File: src/rtl/cube_pkg.sv
// Shared scan-state encoding and sizing helper for the LED cube frame scanner.
package cube_pkg;

  typedef enum logic [2:0] {
    IDLE  = 3'd0,
    BLANK = 3'd1,
    FETCH = 3'd2,
    LATCH = 3'd3,
    DRIVE = 3'd4
  } scan_state_e;

  // $clog2 that never returns 0, so single-entry dimensions still get a 1-bit field.
  function automatic int unsigned clog2_min1(input int unsigned n);
    return (n <= 32'd1) ? 32'd1 : 32'($clog2(n));
  endfunction

endpackage

File: src/rtl/cube_pwm_timer.sv
// One DRIVE period of (2**BRIGHT_W-1)*STEP_CYC cycles; on_o is high for the first duty*STEP_CYC cycles.
module cube_pwm_timer
  import cube_pkg::*;
#(
  parameter int unsigned BRIGHT_W = 4,
  parameter int unsigned STEP_CYC = 64
) (
  input  logic                clk,
  input  logic                rst_n,
  input  logic                start_i,
  input  logic [BRIGHT_W-1:0] duty_i,
  output logic                on_o,
  output logic                done_o
);

  localparam int unsigned PERIOD = ((32'd1 << BRIGHT_W) - 32'd1) * STEP_CYC;
  localparam int unsigned CNT_W  = clog2_min1((32'd1 << BRIGHT_W) * STEP_CYC);

  logic             active_q;
  logic             on_q;
  logic             done_q;
  logic [CNT_W-1:0] cnt_q;
  logic [CNT_W-1:0] thr_q;
  logic [CNT_W-1:0] thr_d;
  logic [CNT_W-1:0] cnt_inc;

  assign thr_d   = CNT_W'(duty_i) * CNT_W'(STEP_CYC);
  assign cnt_inc = cnt_q + CNT_W'(1);

  // start_i arrives the cycle before the period, so on/done line up with the DRIVE cycles.
  always_ff @(posedge clk) begin
    if (!rst_n) begin
      active_q <= 1'b0;
      on_q     <= 1'b0;
      done_q   <= 1'b0;
      cnt_q    <= '0;
      thr_q    <= '0;
    end else if (start_i) begin
      active_q <= 1'b1;
      cnt_q    <= '0;
      thr_q    <= thr_d;
      on_q     <= (thr_d != '0);
      done_q   <= (PERIOD == 32'd1);
    end else if (active_q) begin
      if (done_q) begin
        active_q <= 1'b0;
        on_q     <= 1'b0;
        done_q   <= 1'b0;
      end else begin
        cnt_q  <= cnt_inc;
        on_q   <= (cnt_inc < thr_q);
        done_q <= (cnt_inc == CNT_W'(PERIOD - 32'd1));
      end
    end
  end

  assign on_o   = on_q;
  assign done_o = done_q;

endmodule

File: src/rtl/led_cube_frame_scanner.sv
// Frame scanner: per layer blank, fetch and latch every column word, then PWM-drive that layer.
module led_cube_frame_scanner
  import cube_pkg::*;
#(
  parameter int unsigned LAYERS    = 8,
  parameter int unsigned COLS      = 8,
  parameter int unsigned ROW_W     = 8,
  parameter int unsigned BRIGHT_W  = 4,
  parameter int unsigned STEP_CYC  = 64,
  parameter int unsigned LATCH_CYC = 2,
  parameter int unsigned BLANK_CYC = 2
) (
  input  logic                                               clk,
  input  logic                                               rst_n,
  input  logic                                               start,
  input  logic                                               stop,
  input  logic                                               oneshot,
  input  logic [BRIGHT_W-1:0]                                brightness,
  output logic [clog2_min1(LAYERS)+clog2_min1(COLS)-1:0]     rd_addr,
  input  logic [ROW_W-1:0]                                   rd_data,
  output logic [ROW_W-1:0]                                   data,
  output logic [COLS-1:0]                                    latches,
  output logic [LAYERS-1:0]                                  layers,
  output logic                                               busy,
  output logic                                               frame_done,
  output logic [clog2_min1(LAYERS)-1:0]                      layer_idx
);

  localparam int unsigned LAYER_AW = clog2_min1(LAYERS);
  localparam int unsigned COL_AW   = clog2_min1(COLS);
  localparam int unsigned CNT_W    = clog2_min1((BLANK_CYC > LATCH_CYC) ? BLANK_CYC : LATCH_CYC);
  localparam logic [LAYER_AW-1:0] LAYER_TOP = LAYER_AW'(LAYERS - 32'd1);
  localparam logic [COL_AW-1:0]   COL_TOP   = COL_AW'(COLS - 32'd1);

  scan_state_e                 state_q;
  logic [CNT_W-1:0]            cnt_q;
  logic [COL_AW-1:0]           col_q;
  logic [LAYER_AW-1:0]         layer_q;
  logic [LAYER_AW-1:0]         layer_nxt;
  logic                        oneshot_q;
  logic                        stop_pend_q;
  logic                        busy_q;
  logic                        layer0_q;
  logic [ROW_W-1:0]            data_q;
  logic [COLS-1:0]             latches_q;
  logic [LAYERS-1:0]           layer_sel_q;
  logic [LAYER_AW+COL_AW-1:0]  rd_addr_q;
  logic                        blank_end;
  logic                        latch_end;
  logic                        last_col;
  logic                        pwm_start;
  logic                        pwm_on;
  logic                        pwm_done;

  assign blank_end = (cnt_q == CNT_W'(BLANK_CYC - 32'd1));
  assign latch_end = (cnt_q == CNT_W'(LATCH_CYC - 32'd1));
  assign last_col  = (col_q == COL_TOP);
  assign pwm_start = (state_q == LATCH) && latch_end && last_col;
  assign layer_nxt = (layer_q == '0) ? LAYER_TOP : layer_q - LAYER_AW'(1);

  // rd_addr runs one slot ahead so the word is on rd_data during FETCH and captured as FETCH ends.
  always_ff @(posedge clk) begin
    if (!rst_n) begin
      state_q     <= IDLE;
      cnt_q       <= '0;
      col_q       <= '0;
      layer_q     <= LAYER_TOP;
      oneshot_q   <= 1'b0;
      stop_pend_q <= 1'b0;
      busy_q      <= 1'b0;
      layer0_q    <= 1'b0;
      data_q      <= '0;
      latches_q   <= '0;
      layer_sel_q <= '0;
      rd_addr_q   <= '0;
    end else begin
      if (busy_q && stop) stop_pend_q <= 1'b1;
      case (state_q)
        IDLE: begin
          if (start && !stop) begin
            state_q   <= BLANK;
            busy_q    <= 1'b1;
            oneshot_q <= oneshot;
            layer_q   <= LAYER_TOP;
            col_q     <= '0;
            cnt_q     <= '0;
            rd_addr_q <= {LAYER_TOP, COL_AW'(0)};
          end
        end
        BLANK: begin
          if (blank_end) begin
            state_q <= FETCH;
            cnt_q   <= '0;
          end else begin
            cnt_q <= cnt_q + CNT_W'(1);
          end
        end
        FETCH: begin
          state_q   <= LATCH;
          data_q    <= rd_data;
          latches_q <= COLS'(1) << col_q;
          cnt_q     <= '0;
          if (!last_col) rd_addr_q <= {layer_q, col_q + COL_AW'(1)};
        end
        LATCH: begin
          if (latch_end) begin
            latches_q <= '0;
            cnt_q     <= '0;
            if (last_col) begin
              state_q     <= DRIVE;
              layer_sel_q <= LAYERS'(1) << layer_q;
              layer0_q    <= (layer_q == '0);
            end else begin
              state_q <= FETCH;
              col_q   <= col_q + COL_AW'(1);
            end
          end else begin
            cnt_q <= cnt_q + CNT_W'(1);
          end
        end
        DRIVE: begin
          if (pwm_done) begin
            layer_sel_q <= '0;
            layer0_q    <= 1'b0;
            col_q       <= '0;
            cnt_q       <= '0;
            if (stop_pend_q || (oneshot_q && (layer_q == '0))) begin
              state_q     <= IDLE;
              busy_q      <= 1'b0;
              stop_pend_q <= 1'b0;
            end else begin
              state_q   <= BLANK;
              layer_q   <= layer_nxt;
              rd_addr_q <= {layer_nxt, COL_AW'(0)};
            end
          end
        end
        default: state_q <= IDLE;
      endcase
    end
  end

  cube_pwm_timer #(
    .BRIGHT_W (BRIGHT_W),
    .STEP_CYC (STEP_CYC)
  ) u_pwm (
    .clk     (clk),
    .rst_n   (rst_n),
    .start_i (pwm_start),
    .duty_i  (brightness),
    .on_o    (pwm_on),
    .done_o  (pwm_done)
  );

  assign rd_addr    = rd_addr_q;
  assign data       = data_q;
  assign latches    = latches_q;
  assign layers     = pwm_on ? layer_sel_q : '0;
  assign busy       = busy_q;
  assign frame_done = pwm_done & layer0_q;
  assign layer_idx  = layer_q;

endmodule
File: config.mk
export PLATFORM = sky130hd
export DESIGN_NAME = led_cube_frame_scanner
export DESIGN_NICKNAME = d
export VERILOG_FILES = /design/src/rtl/cube_pkg.sv /design/src/rtl/cube_pwm_timer.sv /design/src/rtl/led_cube_frame_scanner.sv
export SDC_FILE = /design/constraint.sdc
export NUM_CORES = 1
export LEC_CHECK = 0
export BUFFER_PORTS_ARGS = -buffer_cell sky130_fd_sc_hd__buf_2
export CAP_MARGIN = 20
export CORE_ASPECT_RATIO = 1.25
export CORE_MARGIN = 10
export CORE_UTILIZATION = 30
export CTS_BUF_LIST = sky130_fd_sc_hd__clkbuf_16
export CTS_CLUSTER_SIZE = 28
export DETAILED_ROUTE_END_ITERATION = 16
export PLACE_DENSITY_LB_ADDON = 0.2
export SLEW_MARGIN = 20
export SYNTH_ARGS = -nofsm -noshare
export SYNTH_HDL_FRONTEND = slang
export SYNTH_SLANG_ARGS = --single-unit
export TNS_END_PERCENT = 10
File: constraint.sdc
create_clock -name clk -period 2.3 [get_ports clk]
set_input_delay 0.115 -clock clk [delete_from_list [all_inputs] [get_ports clk]]
set_output_delay 0.115 -clock clk [all_outputs]
set_load 0.03 [all_outputs]
# [Yosys cells after proc, flatten, opt, wreduce, memory -nomap -nowiden]
# Index checks and enable logic that the tools add are counted.
[word_totals] regBits=61 input_bits=17 elab_cells=122
[classes] reduce_logical=29 order_cmp=1 add_sub_neg=4 bitwise=3 n_shift=2 n_eq_ne=15 muxes=51
[op_table] cell="$mux 8" n=5
[op_table] cell="$mux 3" n=13
[op_table] cell="$pmux 8 s2" n=2
[op_table] cell="$mux 6" n=4
[op_table] cell="$mux 1" n=20
[op_table] cell="$pmux 6 s3" n=1
[op_table] cell="$ne 2x2->1 const B" n=8
[op_table] cell="$reduce_and 4->1" n=4
[op_table] cell="$shl 1x3->8 const A" n=2
[op_table] cell="$pmux 3 s5" n=1
[op_table] cell="$add 10x1->10 const B" n=1
[op_table] cell="$eq 10x10->1 const B" n=1
[op_table] cell="$lt 10x10->1" n=1
[op_table] cell="$reduce_and 5->1" n=2
[op_table] cell="$reduce_bool 10->1" n=1
[op_table] cell="$pmux 3 s3" n=1
[op_table] cell="$reduce_bool 2->1" n=4
[op_table] cell="$eq 3x2->1 const B" n=2
[op_table] cell="$eq 3x3->1 const B" n=2
[op_table] cell="$logic_not 3->1" n=2
[op_table] cell="$pmux 3 s2" n=1
[op_table] cell="$reduce_and 2->1" n=3
[op_table] cell="$reduce_bool 3->1" n=2
[op_table] cell="$logic_and 1x1->1" n=5
[op_table] cell="other kinds (14)" n=17

# [Depth between registers and ports, before layout]
# Gate-level depths: netlist of run 1.
[logic_depth] depth_word=6 ltp_mapped=10 depth_no_buf=9

# [Modules after synthesis]
# A second synthesis of run 1 with hierarchy kept.
[unflattened] cells_unflattened=362 area_unflattened_um2=3075.4
[modules_own_cells] mod="led_cube_frame_scanner" area_each_um2=2077.0 seq_area_each_um2=860.8 instances=1 cells_per_inst=246
[modules_own_cells] mod="cube_pwm_timer" area_each_um2=998.5 seq_area_each_um2=340.3 instances=1 cells_per_inst=116

# [Worst setup path before layout of run 1]
# Ideal clock, no wire load.
[synth_path] path_kind="register to register" start="register u_pwm.cnt_q[3]" end="register u_pwm.on_q, in the netlist u_pwm.on_o" required_ns=2.240 t_arrival_ns=2.060 period_less_slack_ns=2.120 path_slack_ns=0.180 stages_incl_launch_ff=11 cell_sequence="dfxtp_1 -> buf_2 -> and4_1 -> and3_1 -> nand4_1 -> xnor2_1 -> ha_1 -> o211ai_1 -> a31oi_1 -> a2111oi_0 -> o311a_1"
[synth_via] elab_chain_len=5
[synth_lines] item="start: declaration" line_no="cube_pwm_timer.sv:22" source="logic [CNT_W-1:0] cnt_q;"
[synth_lines] item="start signal: assignment" line_no="cube_pwm_timer.sv:50" source="cnt_q <= cnt_inc;"
[synth_lines] item="$add 10x1->10" line_no="cube_pwm_timer.sv:28" source="assign cnt_inc = cnt_q + CNT_W'(1);"
[synth_lines] item="via u_pwm.cnt_inc[9]" line_no="cube_pwm_timer.sv:25" source="logic [CNT_W-1:0] cnt_inc;"
[synth_lines] item="$lt 10x10->1" line_no="cube_pwm_timer.sv:51" source="on_q <= (cnt_inc < thr_q);"
[synth_lines] item="$mux 1" line_no="cube_pwm_timer.sv:45" source="if (done_q) begin"
[synth_lines] item="$mux 1" line_no="cube_pwm_timer.sv:44" source="end else if (active_q) begin"
[synth_lines] item="$mux 1" line_no="cube_pwm_timer.sv:38" source="end else if (start_i) begin"
[synth_lines] item="end signal: assignment" line_no="cube_pwm_timer.sv:42" source="on_q <= (thr_d != '0);"
[synth_lines] item="end signal: assignment" line_no="cube_pwm_timer.sv:51"
[synth_lines] item="end: declaration" line_no="cube_pwm_timer.sv:20" source="logic on_q;"
# The timed path passes the listed nets, and every way through them passes these cells. The select of a mux whose other input is x is not followed.
# A chain may end at the register's enable or synchronous reset.

# [Worst setup path after layout of run 1]
[layout_path] start="register u_pwm.cnt_q[5]" end="register u_pwm.on_q, in the netlist u_pwm.on_o"
# The elaborated chain is that of the path after synthesis.

==> results_tabular.tex, run 1 <==
\begin{tabular}{lr}
\hline
Metric & Value \\
\hline
\multicolumn{2}{l}{\textbf{Run}} \\
\quad Maximum Capacitance Violations & 0 \\
\multicolumn{2}{l}{\textbf{Setup path}} \\
\quad Critical path buffer and inverter count & 0 \\
\quad Kind of cell with the highest combined delay on the critical path & compound AO/OA/AOI/OAI gates \\
\quad Critical path start-end classification & reg2reg \\
\quad Critical path fanouts, max & 4 \\
\quad Critical Path Start Type & flop \\
\quad Crit path cell chain & and4\_4 -> and3\_4 -> nand4\_1 -> xnor2\_2 -> ha\_1 -> o211ai\_1 -> a31oi\_1 -> a2111oi\_2 -> o311a\_1 \\
\quad Worst-path cell with the longest stage delay & sky130\_fd\_sc\_hd\_\_o311a\_1 \\
\quad WP data arrival & 2.40 ns \\
\quad Crit path required time & 2.51 ns \\
\quad Worst stage delay on the critical path & 0.33 ns \\
\quad CP endpoint kind & flop \\
\multicolumn{2}{l}{\textbf{Layout}} \\
\quad Number of fillers in the final layout & 1001 \\
\quad Utilization after layout & 0.390 \\
\quad Antenna Cells & 0 \\
\quad Layout cell share with drive strength beyond 1 & 0.242 \\
\quad Register cell area after layout & about 1200 sq um \\
\quad Net total in the final layout & 451 \\
\quad Non-filler cells, final & 547 \\
\quad Multi-input combinational cell area & 1620 sq um \\
\quad Signed area change from the synthesized netlist to the final layout & 27.5\% \\
\multicolumn{2}{l}{\textbf{Synth}} \\
\quad Number of distinct standard cells referenced by the synthesized netlist & 49 \\
\quad Avg Inst Size Synth & 8.34 sq um \\
\quad Sequential area share after synthesis & 0.410 \\
\quad Nets in the synthesized netlist & around 380 \\
\quad Most frequently used flop master after synthesis & sky130\_fd\_sc\_hd\_\_dfxtp\_1 \\
\quad Synth Instances & around 350 \\
\quad Count of flip-flops with a built-in enable after synthesis & 0 \\
\quad Warning count from the yosys run & 0 \\
\quad Netlist area before placement & between 2000 and 3000 sq um \\
\quad Number of storage elements in the synthesis netlist & 60 \\
\quad Fraction of registers with async set or reset after synthesis & 0 \\
\multicolumn{2}{l}{\textbf{Clocking}} \\
\quad Clock latency at the later pin of the worst-skew pair & 0.32 ns \\
\quad Post-CTS clock slew at the launch and capture registers of the worst setup and hold paths & 0.05 ns \\
\quad Longest Clk Path Bufs & 2 \\
\quad CTS H-Tree Depth & 3 \\
\quad Root Driver & sky130\_fd\_sc\_hd\_\_clkbuf\_16 \\
\quad Number of CTS-inserted buffers & 9 \\
\quad Sinks on Clock Net & 60 \\
\quad CTS tree & yes \\
\multicolumn{2}{l}{\textbf{Worst hold path}} \\
\quad Worst Hold Class & in2reg \\
\multicolumn{2}{l}{\textbf{Floorplan}} \\
\quad Vert. Die Dim & 130 um \\
\quad Horizontal extent of the die & 108 um \\
\quad Starting Density & 0.306 \\
\quad CORE AREA & 9560 sq um \\
\quad I/O pin count & 52 \\
\quad Die Outline Area & 14100 sq um \\
\quad Rows & 40 \\
\multicolumn{2}{l}{\textbf{Pwr}} \\
\quad Leakage power summed over all cells & 1.51 nW \\
\quad Largest vdd supply drop & 409 uV \\
\quad Power density normalized to cell area & 711 nW/um\^{}2 \\
\multicolumn{2}{l}{\textbf{STA}} \\
\quad Final cycle utilization of the critical path & 0.953 \\
\quad Transition at the pin with the smallest max-transition slack & 0.580 ns \\
\quad Setup-failing EPs final & 0 \\
\quad Pins Over Slew Limit & 0 \\
\quad Peak clock frequency supported by timing & 456 MHz \\
\quad Final critical-path required period & 2.19 ns \\
\quad Relative slew slack & 0.613 \\
\quad Hold violation total from the final report & 0 \\
\quad Clk\_skew & 0.00767 ns \\
\multicolumn{2}{l}{\textbf{Global routing}} \\
\quad Via count of the first global-routing pass & 2723 \\
\quad Antenna violations before repair & 0 \\
\quad Wire length of the first global-routing pass & 13000 um \\
\quad Pin count of the biggest net entering global routing & 20 \\
\quad Total routing resource utilization after global routing & 0.113 \\
\quad Remaining Overflow, GRT & 0 \\
\multicolumn{2}{l}{\textbf{Placement}} \\
\quad DP Cell Count & 532 \\
\quad Post-DP HPWL & 5680 um \\
\quad Count of input and output buffers & 51 \\
\quad Routability-driven placement congestion ratio & 0.799 \\
\multicolumn{2}{l}{\textbf{Route}} \\
\quad Router iterations before antenna repair & 4 \\
\quad Vias per std cell & 4.87 \\
\quad Post-DRT Antenna Nets & 0 \\
\quad Final routed wire length divided by cell count & 13.8 um \\
\quad DRT iter0 DRCs & around 110 \\
\quad \# DRC & 0 \\
\quad Routed WL & 7550 um \\
\quad Vias & 2663 \\
\multicolumn{2}{l}{\textbf{Status}} \\
\quad Run status & finished, final reports clean \\
\hline
\end{tabular}
==> per-stage QoR <==
stage               area (sq um)  TNS (ns)  power [W]  hold slack, ns  setup WS (ns)
floorplan                   2930         0    0.00131           0.195          0.180
global placement            3420         0    0.00141           0.357          0.149
detailed placement          3420         0    0.00141           0.364          0.103
CTS                         3700         0    0.00270          0.0213         0.0869
global route                3730   -0.0441    0.00276          0.0457        -0.0441
finish                      3730         0    0.00265          0.0267          0.109
==> worst min-delay path, cell delays in order <==
cell and delay [ns]:
sky130_fd_sc_hd__buf_2 0.10, sky130_fd_sc_hd__nand2_1 0.04, sky130_fd_sc_hd__a21oi_1 0.05
==> report_power, final <==
group	total (W)	switching, W	internal (W)
clock network	0.00127	0.000448	0.000820
registers	0.00111	0.0000390	0.00107
logic	0.000278	0.000172	0.000106
==> area by class of cell <==
| cell class | instances | share of cell area |
|---|---|---|
| Timing Repair Buffer | 73 | 0.113 |
| Clock buffer | 9 | 0.0603 |
| Clock inverter | 5 | 0.0148 |
| Multi-Input combinational cell | 260 | 0.434 |
| Tap cell | 126 | 0.0422 |
| Inverter | 14 | 0.0141 |
| Sequential cell | 60 | 0.322 |
==> repair_timing <==
item,4_1_cts,5_1_grt
endpoints found under the setup margin,0,1
endpoints found under the hold margin,0,0
setup buffers,0,1
resized for setup,0,6
hold buffers,0,0
==> cell usage in the layout, fill, tap and decap left out, types with 10 or more instances in the layout <==
master	instances
sky130_fd_sc_hd__a21oi_1	41
sky130_fd_sc_hd__buf_2	51
sky130_fd_sc_hd__inv_1	12
sky130_fd_sc_hd__nand3_1	10
sky130_fd_sc_hd__dfxtp_1	59
sky130_fd_sc_hd__nor2_1	34
sky130_fd_sc_hd__and2_1	10
sky130_fd_sc_hd__ha_1	16
sky130_fd_sc_hd__nand2_1	55
sky130_fd_sc_hd__nand4_1	13
sky130_fd_sc_hd__buf_4	22
==> cell usage after synthesis, types with 2 or more instances <==
master	count	area share
sky130_fd_sc_hd__nand4_1	13	0.028
sky130_fd_sc_hd__clkbuf_1	10	0.013
sky130_fd_sc_hd__and4_1	2	0.0060
sky130_fd_sc_hd__a211oi_1	3	0.0077
sky130_fd_sc_hd__nand2_1	55	0.071
sky130_fd_sc_hd__xor2_1	6	0.018
sky130_fd_sc_hd__a22oi_1	4	0.010
sky130_fd_sc_hd__or3_1	4	0.0085
sky130_fd_sc_hd__inv_1	12	0.015
sky130_fd_sc_hd__o21ai_1	3	0.0051
sky130_fd_sc_hd__dfxtp_1	60	0.41
sky130_fd_sc_hd__nor3b_2	2	0.0085
sky130_fd_sc_hd__ha_1	16	0.068
sky130_fd_sc_hd__nor3_1	3	0.0051
sky130_fd_sc_hd__xnor2_1	5	0.015
sky130_fd_sc_hd__nor2_1	34	0.044
sky130_fd_sc_hd__a311oi_1	2	0.0060
sky130_fd_sc_hd__a31oi_1	2	0.0043
sky130_fd_sc_hd__buf_2	6	0.010
sky130_fd_sc_hd__a21oi_1	41	0.070
sky130_fd_sc_hd__nand3_1	10	0.017
sky130_fd_sc_hd__mux2i_1	2	0.0068
sky130_fd_sc_hd__o211ai_1	3	0.0077
sky130_fd_sc_hd__a2111oi_0	2	0.0060
sky130_fd_sc_hd__nor2b_1	7	0.015
sky130_fd_sc_hd__and2_1	10	0.021
sky130_fd_sc_hd__a2111oi_4	2	0.019
sky130_fd_sc_hd__nand2b_1	5	0.011
sky130_fd_sc_hd__nor3b_1	2	0.0051
sky130_fd_sc_hd__o21ai_0	2	0.0034
sky130_fd_sc_hd__and3_1	5	0.011
==> final timing paths <==
kind / end / from / slack, ns / cells past startpoint
worst max-delay path: u_pwm.on_o$_SDFFE_PN0P_ / u_pwm.cnt_q[5]$_SDFFE_PP0P_ / 0.11 / 9
worst min register to register: latches[6]$_SDFFE_PN0P_ / latches[6]$_SDFFE_PN0P_ / 0.45 / 2
worst max register to register: u_pwm.on_o$_SDFFE_PN0P_ / u_pwm.cnt_q[5]$_SDFFE_PP0P_ / 0.11 / 9
worst min-delay path: data[4]$_SDFFE_PN0P_ / rd_data[4] / 0.03 / 3
==> flip-flops by register name, indices dropped and copies added (netlist names), 3 cells and up <==
name and count:
state_q 3, layer_idx 3, layer_sel_q 8, latches 8, u_pwm.cnt_q 10, u_pwm.thr_q 4
col_q 3, rd_addr 6, data 8
==> cell families (layout without fill, tap and decap cells) <==
logic type,Yosys count,in the layout,synth area share
simple gates,158,158,0.271
compound gates,73,73,0.167
flops,60,60,0.410
buf+inv,31,101,0.0436
fa+ha+maj,16,16,0.0684
xor+xnor,11,11,0.0329
mux,2,2,0.00684
==> routing by layer <==
metal | routed length (um) | up-vias | GRT usage
li1 | - | 1356 | -
met4 | 169 | 0 | 0.0552
met2 | 3740 | 51 | 0.199
met1 | 3190 | 1242 | 0.119
met3 | 446 | 14 | 0.0328
met5 | 0 | - | 0
(Power assumes the default switching activity.)
==> inputs of run 2 (changes only) <==
--- a/config.mk
+++ b/config.mk
@@ -7,7 +7,6 @@
 export LEC_CHECK = 0
 export BUFFER_PORTS_ARGS = -buffer_cell sky130_fd_sc_hd__buf_2
 export CAP_MARGIN = 20
-export CORE_ASPECT_RATIO = 1.25
 export CORE_MARGIN = 10
 export CORE_UTILIZATION = 30
 export CTS_BUF_LIST = sky130_fd_sc_hd__clkbuf_16
==> run 2 against run 1 <==
Compared with the run above: fmax increased by 1.4%; sequential cell count is the same; largest power group unchanged; die area shrank 0.17%; worst hold slack got worse by 0.0037 ns; clock skew shrank 0.0027 ns; register-to-register slack improved by 0.03 ns; cell area up 0.70%; power rose by 2.2%; clock-buffer cell count is the same; via count decreased by 2.7%; global-route usage down 0.53 points.
==> results_tabular.tex, run 2 (synthesis results as in run 1) <==
\begin{tabular}{lr}
\hline
Metric & Value \\
\hline
\multicolumn{2}{l}{\textbf{Status}} \\
\quad Run status & finished, final reports clean \\
\multicolumn{2}{l}{\textbf{Pwr}} \\
\quad Leakage power summed over all cells & 1.52 nW (+0.89\%) \\
\quad Power density normalized to cell area & 722 nW/um\^{}2 (+1.5\%) \\
\quad Largest vdd supply drop & 397 uV (-2.8\%) \\
\multicolumn{2}{l}{\textbf{STA}} \\
\quad Peak clock frequency supported by timing & 463 MHz (+1.4\%) \\
\quad Setup-failing EPs final & 0 (unchanged) \\
\quad Sum Neg Setup Slack & 0 ns (unchanged) \\
\quad Unrepaired setup endpoints after global routing & false \\
\quad Final critical-path required period & 2.16 ns (-0.0313 ns) \\
\quad Hold violation total from the final report & 0 (unchanged) \\
\quad Final cycle utilization of the critical path & 0.939 (-0.0136) \\
\quad Pins Over Slew Limit & 0 (unchanged) \\
\quad Transition at the pin with the smallest max-transition slack & 0.529 ns (-0.0505 ns) \\
\quad Clk\_skew & 0.00496 ns (-0.00271 ns) \\
\quad Tightest hold margin & 0.0230 ns (-0.00375 ns) \\
\quad Relative slew slack & 0.646 (+0.0327) \\
\multicolumn{2}{l}{\textbf{Global routing}} \\
\quad Antenna violations before repair & 0 (unchanged) \\
\quad Wire length of the first global-routing pass & 12700 um (-2.3\%) \\
\quad Pin count of the biggest net entering global routing & 28 (+40\%) \\
\quad Via count of the first global-routing pass & 2550 (-6.4\%) \\
\quad Remaining Overflow, GRT & 0 (unchanged) \\
\quad Total routing resource utilization after global routing & 0.107 (-0.00534) \\
\multicolumn{2}{l}{\textbf{Clocking}} \\
\quad Quantity of hold-fixing buffers added after cts & 0 (unchanged) \\
\quad Root Driver & sky130\_fd\_sc\_hd\_\_clkbuf\_16 \\
\quad Clock latency at the later pin of the worst-skew pair & 0.33 ns (about the same) \\
\quad Sinks on Clock Net & 60 (unchanged) \\
\quad Longest Clk Path Bufs & 2 (unchanged) \\
\quad Post-CTS clock slew at the launch and capture registers of the worst setup and hold paths & 0.06 ns (about the same) \\
\quad Number of CTS-inserted buffers & 9 (unchanged) \\
\quad CTS H-Tree Depth & 3 (unchanged) \\
\quad CTS tree & yes \\
\multicolumn{2}{l}{\textbf{Layout}} \\
\quad Number of fillers in the final layout & 972 (-2.9\%) \\
\quad Leading cell type in the layout, fill and taps excluded & sky130\_fd\_sc\_hd\_\_dfxtp\_1 \\
\quad Max FFs per register & 10 (unchanged) \\
\quad Layout cell share with drive strength beyond 1 & 0.252 (+0.0101) \\
\quad Net total in the final layout & 452 (+0.22\%) \\
\quad Highest-count cells in the layout ignoring fill and taps & sky130\_fd\_sc\_hd\_\_dfxtp\_1 (57), sky130\_fd\_sc\_hd\_\_nand2\_1 (55), sky130\_fd\_sc\_hd\_\_buf\_2 (51) \\
\quad Register name with the most flops & u\_pwm.cnt\_q \\
\quad Signed area change from the synthesized netlist to the final layout & 28.4\% \\
\quad Antenna Cells & 0 (unchanged) \\
\multicolumn{2}{l}{\textbf{Setup path}} \\
\quad Worst stage delay on the critical path & 0.32 ns (about the same) \\
\quad Critical path start-end classification & reg2reg \\
\quad Crit path cell chain & and4\_4 -> and3\_4 -> nand4\_1 -> xnor2\_2 -> ha\_1 -> o211ai\_1 -> a31oi\_1 -> a2111oi\_2 -> o311a\_1 \\
\quad Critical path fanouts, max & 4 (unchanged) \\
\quad Critical Path Start Type & flop \\
\quad Kind of cell with the highest combined delay on the critical path & compound AO/OA/AOI/OAI gates \\
\quad CP endpoint kind & flop \\
\quad Worst-path cell with the longest stage delay & sky130\_fd\_sc\_hd\_\_dfxtp\_2 \\
\quad Crit path required time & 2.52 ns (about the same) \\
\quad Critical path buffer and inverter count & 0 (unchanged) \\
\quad WP data arrival & 2.37 ns (-0.03 ns) \\
\multicolumn{2}{l}{\textbf{Route}} \\
\quad Vias per std cell & 4.68 (-3.8\%) \\
\quad \# DRC & 0 (unchanged) \\
\quad Post-DRT Antenna Nets & 0 (unchanged) \\
\quad Vias & 2590 (-2.7\%) \\
\quad DRT iter0 DRCs & 142 (+34\%) \\
\quad Routed WL & 7600 um (+0.74\%) \\
\quad Final routed wire length divided by cell count & 13.7 um (-0.35\%) \\
\quad Router iterations before antenna repair & 4 (unchanged) \\
\multicolumn{2}{l}{\textbf{Placement}} \\
\quad Routability-driven placement congestion ratio & 0.799 (about the same) \\
\quad Count of input and output buffers & 51 (unchanged) \\
\quad Post-DP HPWL & 5670 um (-0.20\%) \\
\multicolumn{2}{l}{\textbf{Floorplan}} \\
\quad Rows & 35 (-13\%) \\
\quad Die Outline Area & 14100 sq um (-0.17\%) \\
\quad CORE AREA & 9370 sq um (-2.0\%) \\
\quad Horizontal extent of the die & 119 um (+9.6\%) \\
\quad Vert. Die Dim & 119 um (-8.9\%) \\
\quad I/O pin count & 52 (unchanged) \\
\quad Starting Density & 0.312 (+0.00613) \\
\multicolumn{2}{l}{\textbf{Run}} \\
\quad Maximum Capacitance Violations & 0 (unchanged) \\
\multicolumn{2}{l}{\textbf{Worst hold path}} \\
\quad Worst Hold Class & in2reg \\
\hline
\end{tabular}
-- run 2: path summary, 6_finish.rpt --
kind	startpoint	depth (start not counted)	end	slack [ns]
worst max register to register	u_pwm.cnt_q[5]$_SDFFE_PP0P_	9	u_pwm.on_o$_SDFFE_PN0P_	0.14
worst max-delay path	u_pwm.cnt_q[5]$_SDFFE_PP0P_	9	u_pwm.on_o$_SDFFE_PN0P_	0.14
worst min-delay path	rd_data[4]	3	data[4]$_SDFFE_PN0P_	0.02
worst min register to register	layer_sel_q[7]$_SDFFE_PN0P_	2	layer_sel_q[7]$_SDFFE_PN0P_	0.45
-- run 2: report_power, final --
group	total [W]	internal, W	switching [W]
combinational	0.000288	0.000106	0.000182
sequential	0.00110	0.00107	0.0000323
clock	0.00132	0.000833	0.000490
total	0.00271	0.00201	0.000704
-- run 2: metrics by stage --
step                 util  cells  setup WS, ns  cell area (sq um)  total power, W
floorplan               -    351         0.180               2930         0.00131
global placement    0.366    536         0.139               3430         0.00141
detailed placement  0.366    536        0.0750               3430         0.00141
CTS                 0.398    552        0.0533               3730         0.00275
global route        0.401    553        0.0143               3760         0.00283
finish              0.401    553         0.140               3760         0.00271
-- run 2: cell type report --
cell class	count	area, sq um	share of cell area
clock inverters	7	67.6	0.0180
multi-input cells	260	1620	0.431
repair buffers	74	428	0.114
flip-flops and latches	60	1200	0.321
clock buffers	9	225	0.0599
inverters	14	52.6	0.0140
well taps	129	161	0.0429
-- run 2: what timing repair did --
item	4_1_cts	5_1_grt
gates resized for setup	0	8
endpoints found under the hold margin	0	0
endpoints found under the setup margin	0	1
buffers inserted	0	1
-- run 2: routing by layer --
layer	vias to the layer above	track usage	wire length [um]
li1	1363	-	-
met1	1174	0.129	3620
met3	7	0.0462	448
met4	0	0.0298	77
met2	46	0.170	3460
met5	-	0	0
-- run 2: worst reg2reg max path, delay by kind of cell, from the launching register on --
| kind | cells | cell delay, ns |
|---|---|---|
| AO/OA/AOI/OAI | 4 | 0.65 |
| AND/OR/NAND/NOR | 3 | 0.58 |
| flip-flops | 1 | 0.32 |
| adder cells (fa/ha/maj) | 1 | 0.32 |
| XOR/XNOR | 1 | 0.19 |
==> inputs of run 3 (changes only) <==
--- a/config.mk
+++ b/config.mk
@@ -10,7 +10,7 @@
 export CORE_MARGIN = 10
 export CORE_UTILIZATION = 30
 export CTS_BUF_LIST = sky130_fd_sc_hd__clkbuf_16
-export CTS_CLUSTER_SIZE = 28
+export CTS_CLUSTER_SIZE = 40
 export DETAILED_ROUTE_END_ITERATION = 16
 export PLACE_DENSITY_LB_ADDON = 0.2
 export SLEW_MARGIN = 20
==> constraint.sdc (replaced) <==
create_clock -name clk -period 2 [get_ports clk]
set_input_delay 0.1 -clock clk [delete_from_list [all_inputs] [get_ports clk]]
set_output_delay 0.1 -clock clk [all_outputs]
set_load 0.03 [all_outputs]
==> run 3 against run 2 <==
Compared with the run above: the run now ends with negative setup slack left; cell count increased by 3.1%; non-clock buffer count increased by 17; sequential share of layout area decreased by 0.81 points; critical path type unchanged; cell area increased by 2.8%; power increased by 10%.
==> results_tabular.tex, run 3 (synthesis results as in run 1) <==
\begin{tabular}{lr}
\hline
Metric & Value \\
\hline
\multicolumn{2}{l}{\textbf{Status}} \\
\quad Run status & finished, violations left \\
\quad Failing checks & negative setup slack \\
\multicolumn{2}{l}{\textbf{Pwr}} \\
\quad Clock Power Share & 0.449 (-0.039) \\
\quad Sequential power share & 0.421 (+0.015) \\
\quad Combinational group share of total power & 0.130 (+0.024) \\
\quad Power density normalized to cell area & 774 nW/um\^{}2 (+7.3\%) \\
\quad Switching Fraction & 0.261 (+0.00189) \\
\quad Leakage power summed over all cells & 1.59 nW (+4.1\%) \\
\quad Total power of the final layout & 0.00299 W (+10\%) \\
\quad Largest vdd supply drop & 402 uV (+1.0\%) \\
\quad Switching power & 0.000782 W (+11\%) \\
\quad Pint & 0.00221 W (+10\%) \\
\multicolumn{2}{l}{\textbf{Global routing}} \\
\quad Via count of the first global-routing pass & 2684 (+5.3\%) \\
\quad Wire length of the first global-routing pass & 13100 um (+3.2\%) \\
\quad Remaining Overflow, GRT & 0 (unchanged) \\
\quad Total routing resource utilization after global routing & 0.111 (+0.00394) \\
\quad Pin count of the biggest net entering global routing & 32 (+14\%) \\
\quad Antenna violations before repair & 1 (+1) \\
\multicolumn{2}{l}{\textbf{Route}} \\
\quad Router iterations before antenna repair & 4 (unchanged) \\
\quad \# DRC & 0 (unchanged) \\
\quad Vias & 2645 (+2.1\%) \\
\quad Vias per std cell & 4.64 (-0.92\%) \\
\quad DRT iter0 DRCs & 117 (-18\%) \\
\quad Post-DRT Antenna Nets & 0 (unchanged) \\
\quad Routed WL & 7640 um (+0.46\%) \\
\quad Final routed wire length divided by cell count & 13.4 um (-2.5\%) \\
\multicolumn{2}{l}{\textbf{Clocking}} \\
\quad CTS H-Tree Depth & 3 (unchanged) \\
\quad Quantity of hold-fixing buffers added after cts & 0 (unchanged) \\
\quad Number of CTS-inserted buffers & 9 (unchanged) \\
\quad Post-CTS clock slew at the launch and capture registers of the worst setup and hold paths & 0.05 ns (about the same) \\
\quad Root Driver & sky130\_fd\_sc\_hd\_\_clkbuf\_16 \\
\quad CTS tree & yes \\
\quad Sinks on Clock Net & 60 (unchanged) \\
\quad Clock latency at the later pin of the worst-skew pair & 0.32 ns (about the same) \\
\quad Longest Clk Path Bufs & 2 (unchanged) \\
\multicolumn{2}{l}{\textbf{Layout}} \\
\quad Antenna Cells & 0 (unchanged) \\
\quad Register name with the most flops & u\_pwm.cnt\_q \\
\quad Max FFs per register & 10 (unchanged) \\
\quad Layout cell share with drive strength beyond 1 & 0.279 (+0.0266) \\
\quad Signed area change from the synthesized netlist to the final layout & 32.0\% \\
\quad Highest-count cells in the layout ignoring fill and taps & sky130\_fd\_sc\_hd\_\_nand2\_1 (55), sky130\_fd\_sc\_hd\_\_dfxtp\_1 (55), sky130\_fd\_sc\_hd\_\_buf\_2 (51) \\
\quad Net total in the final layout & 469 (+3.8\%) \\
\quad Design area & 3860 sq um (+2.8\%) \\
\multicolumn{2}{l}{\textbf{Setup path}} \\
\quad Crit path required time & 2.21 ns (-0.31 ns) \\
\quad Critical Path Start Type & flop \\
\quad WP data arrival & 2.26 ns (-0.11 ns) \\
\quad Critical path start-end classification & reg2reg \\
\quad CP endpoint kind & flop \\
\quad Critical path fanouts, max & 4 (unchanged) \\
\multicolumn{2}{l}{\textbf{STA}} \\
\quad Peak clock frequency supported by timing & 487 MHz (+5.2\%) \\
\quad Clk\_skew & 0.00825 ns (+0.00328 ns) \\
\quad Worst setup margin & -0.0538 ns (-0.194 ns) \\
\quad Relative slew slack & 0.697 (+0.0516) \\
\quad Setup-failing EPs final & 1 (+1) \\
\quad Sum Neg Setup Slack & -0.0538 ns (-0.0538 ns) \\
\quad Final critical-path required period & 2.05 ns (-0.106 ns) \\
\quad Pins Over Slew Limit & 0 (unchanged) \\
\quad Hold violation total from the final report & 0 (unchanged) \\
\quad Transition at the pin with the smallest max-transition slack & 0.452 ns (-0.0771 ns) \\
\quad Unrepaired setup endpoints after global routing & true \\
\quad Tightest hold margin & 0.0116 ns (-0.0113 ns) \\
\quad Final cycle utilization of the critical path & 1.03 (+0.0879) \\
\multicolumn{2}{l}{\textbf{Floorplan}} \\
\quad Starting Density & 0.312 (unchanged) \\
\quad Horizontal extent of the die & 119 um (unchanged) \\
\quad CORE AREA & 9370 sq um (unchanged) \\
\quad Rows & 35 (unchanged) \\
\quad Vert. Die Dim & 119 um (unchanged) \\
\quad Die Outline Area & 14100 sq um (unchanged) \\
\quad I/O pin count & 52 (unchanged) \\
\multicolumn{2}{l}{\textbf{Run}} \\
\quad Maximum Capacitance Violations & 0 (unchanged) \\
\multicolumn{2}{l}{\textbf{Placement}} \\
\quad Routability-driven placement congestion ratio & 0.810 (+1.4\%) \\
\quad Count of input and output buffers & 51 (unchanged) \\
\quad Instance area after placement & 3580 sq um (+4.3\%) \\
\quad Post-DP HPWL & 5810 um (+2.5\%) \\
\multicolumn{2}{l}{\textbf{Worst hold path}} \\
\quad Worst Hold Class & in2reg \\
\hline
\end{tabular}
==> run 3: cell types whose count changed in the layout (fill, tap and decap cells not counted) <==
| cell | previous run | this run |
|---|---|---|
| sky130_fd_sc_hd__buf_12 | 0 | 1 |
| sky130_fd_sc_hd__buf_4 | 23 | 39 |
| sky130_fd_sc_hd__bufinv_16 | 1 | 0 |
| sky130_fd_sc_hd__clkinv_1 | 1 | 4 |
| sky130_fd_sc_hd__clkinv_2 | 2 | 1 |
| sky130_fd_sc_hd__dfxtp_1 | 57 | 55 |
| sky130_fd_sc_hd__dfxtp_2 | 3 | 5 |
| sky130_fd_sc_hd__ha_1 | 16 | 15 |
| sky130_fd_sc_hd__ha_2 | 0 | 1 |
| sky130_fd_sc_hd__inv_6 | 1 | 0 |
| sky130_fd_sc_hd__xnor2_1 | 4 | 5 |
| sky130_fd_sc_hd__xnor2_2 | 1 | 0 |
==> run 3: final timing paths <==
| kind | start | slack, ns | cells past startpoint | to |
|---|---|---|---|---|
| worst min register to register | layer_sel_q[4]$_SDFFE_PN0P_ | 0.44 | 2 | layer_sel_q[4]$_SDFFE_PN0P_ |
| worst min-delay path | rd_data[3] | 0.01 | 3 | data[3]$_SDFFE_PN0P_ |
| worst max register to register | u_pwm.cnt_q[5]$_SDFFE_PP0P_ | -0.05 | 9 | u_pwm.on_o$_SDFFE_PN0P_ |
| worst max-delay path | u_pwm.cnt_q[5]$_SDFFE_PP0P_ | -0.05 | 9 | u_pwm.on_o$_SDFFE_PN0P_ |
==> run 3: power groups by stage <==
stage / sequential (W) / clock, W / combinational [W]
after floorplan: 0.00133 / 0 / 0.000182
after global placement: 0.00128 / 0 / 0.000391
after detailed placement: 0.00128 / 0 / 0.000392
after CTS: 0.00126 / 0.00138 / 0.000393
after global routing: 0.00126 / 0.00145 / 0.000426
final: 0.00126 / 0.00134 / 0.000388
==> run 3: area by class of cell <==
type	instances	area (sq um)
Fill cell	1019	5510
Multi-Input combinational cell	260	1610
Sequential cell	60	1210
Timing Repair Buffer	91	568
Clock buffer	9	225
Tap cell	129	161
Inverter	14	52.6
Clock inverter	7	35.0
==> run 3: worst max-delay path, cell delays in order (launching register included) <==
cell and delay, ns:
sky130_fd_sc_hd__dfxtp_2 0.33, sky130_fd_sc_hd__and4_4 0.22, sky130_fd_sc_hd__and3_4 0.18, sky130_fd_sc_hd__nand4_1 0.11, sky130_fd_sc_hd__xnor2_1 0.17, sky130_fd_sc_hd__ha_1 0.30
sky130_fd_sc_hd__o211ai_1 0.08, sky130_fd_sc_hd__a31oi_1 0.20, sky130_fd_sc_hd__a2111oi_2 0.06, sky130_fd_sc_hd__o311a_1 0.28
==> run 3: routing by layer <==
layer | track usage | wire, um
met1 | 0.146 | 3820
met2 | 0.158 | 3140
met3 | 0.0505 | 596
met4 | 0.0344 | 82
met5 | 0 | 0
==> run 3: repair_timing <==
action | in CTS | in global routing
pin swaps | 5 | 1
gates resized for setup | 4 | 3
buffers inserted | 1 | 0
setup endpoints to repair | 1 | 10
==> run 3: metrics by stage <==
step | worst slack (ns) | utilization | cells
global route | -0.172 | 0.412 | 570
floorplan | -0.0262 | - | 351
CTS | -0.0328 | 0.412 | 570
detailed placement | -0.138 | 0.382 | 553
global placement | -0.0360 | 0.382 | 553
finish | -0.0538 | 0.412 | 570
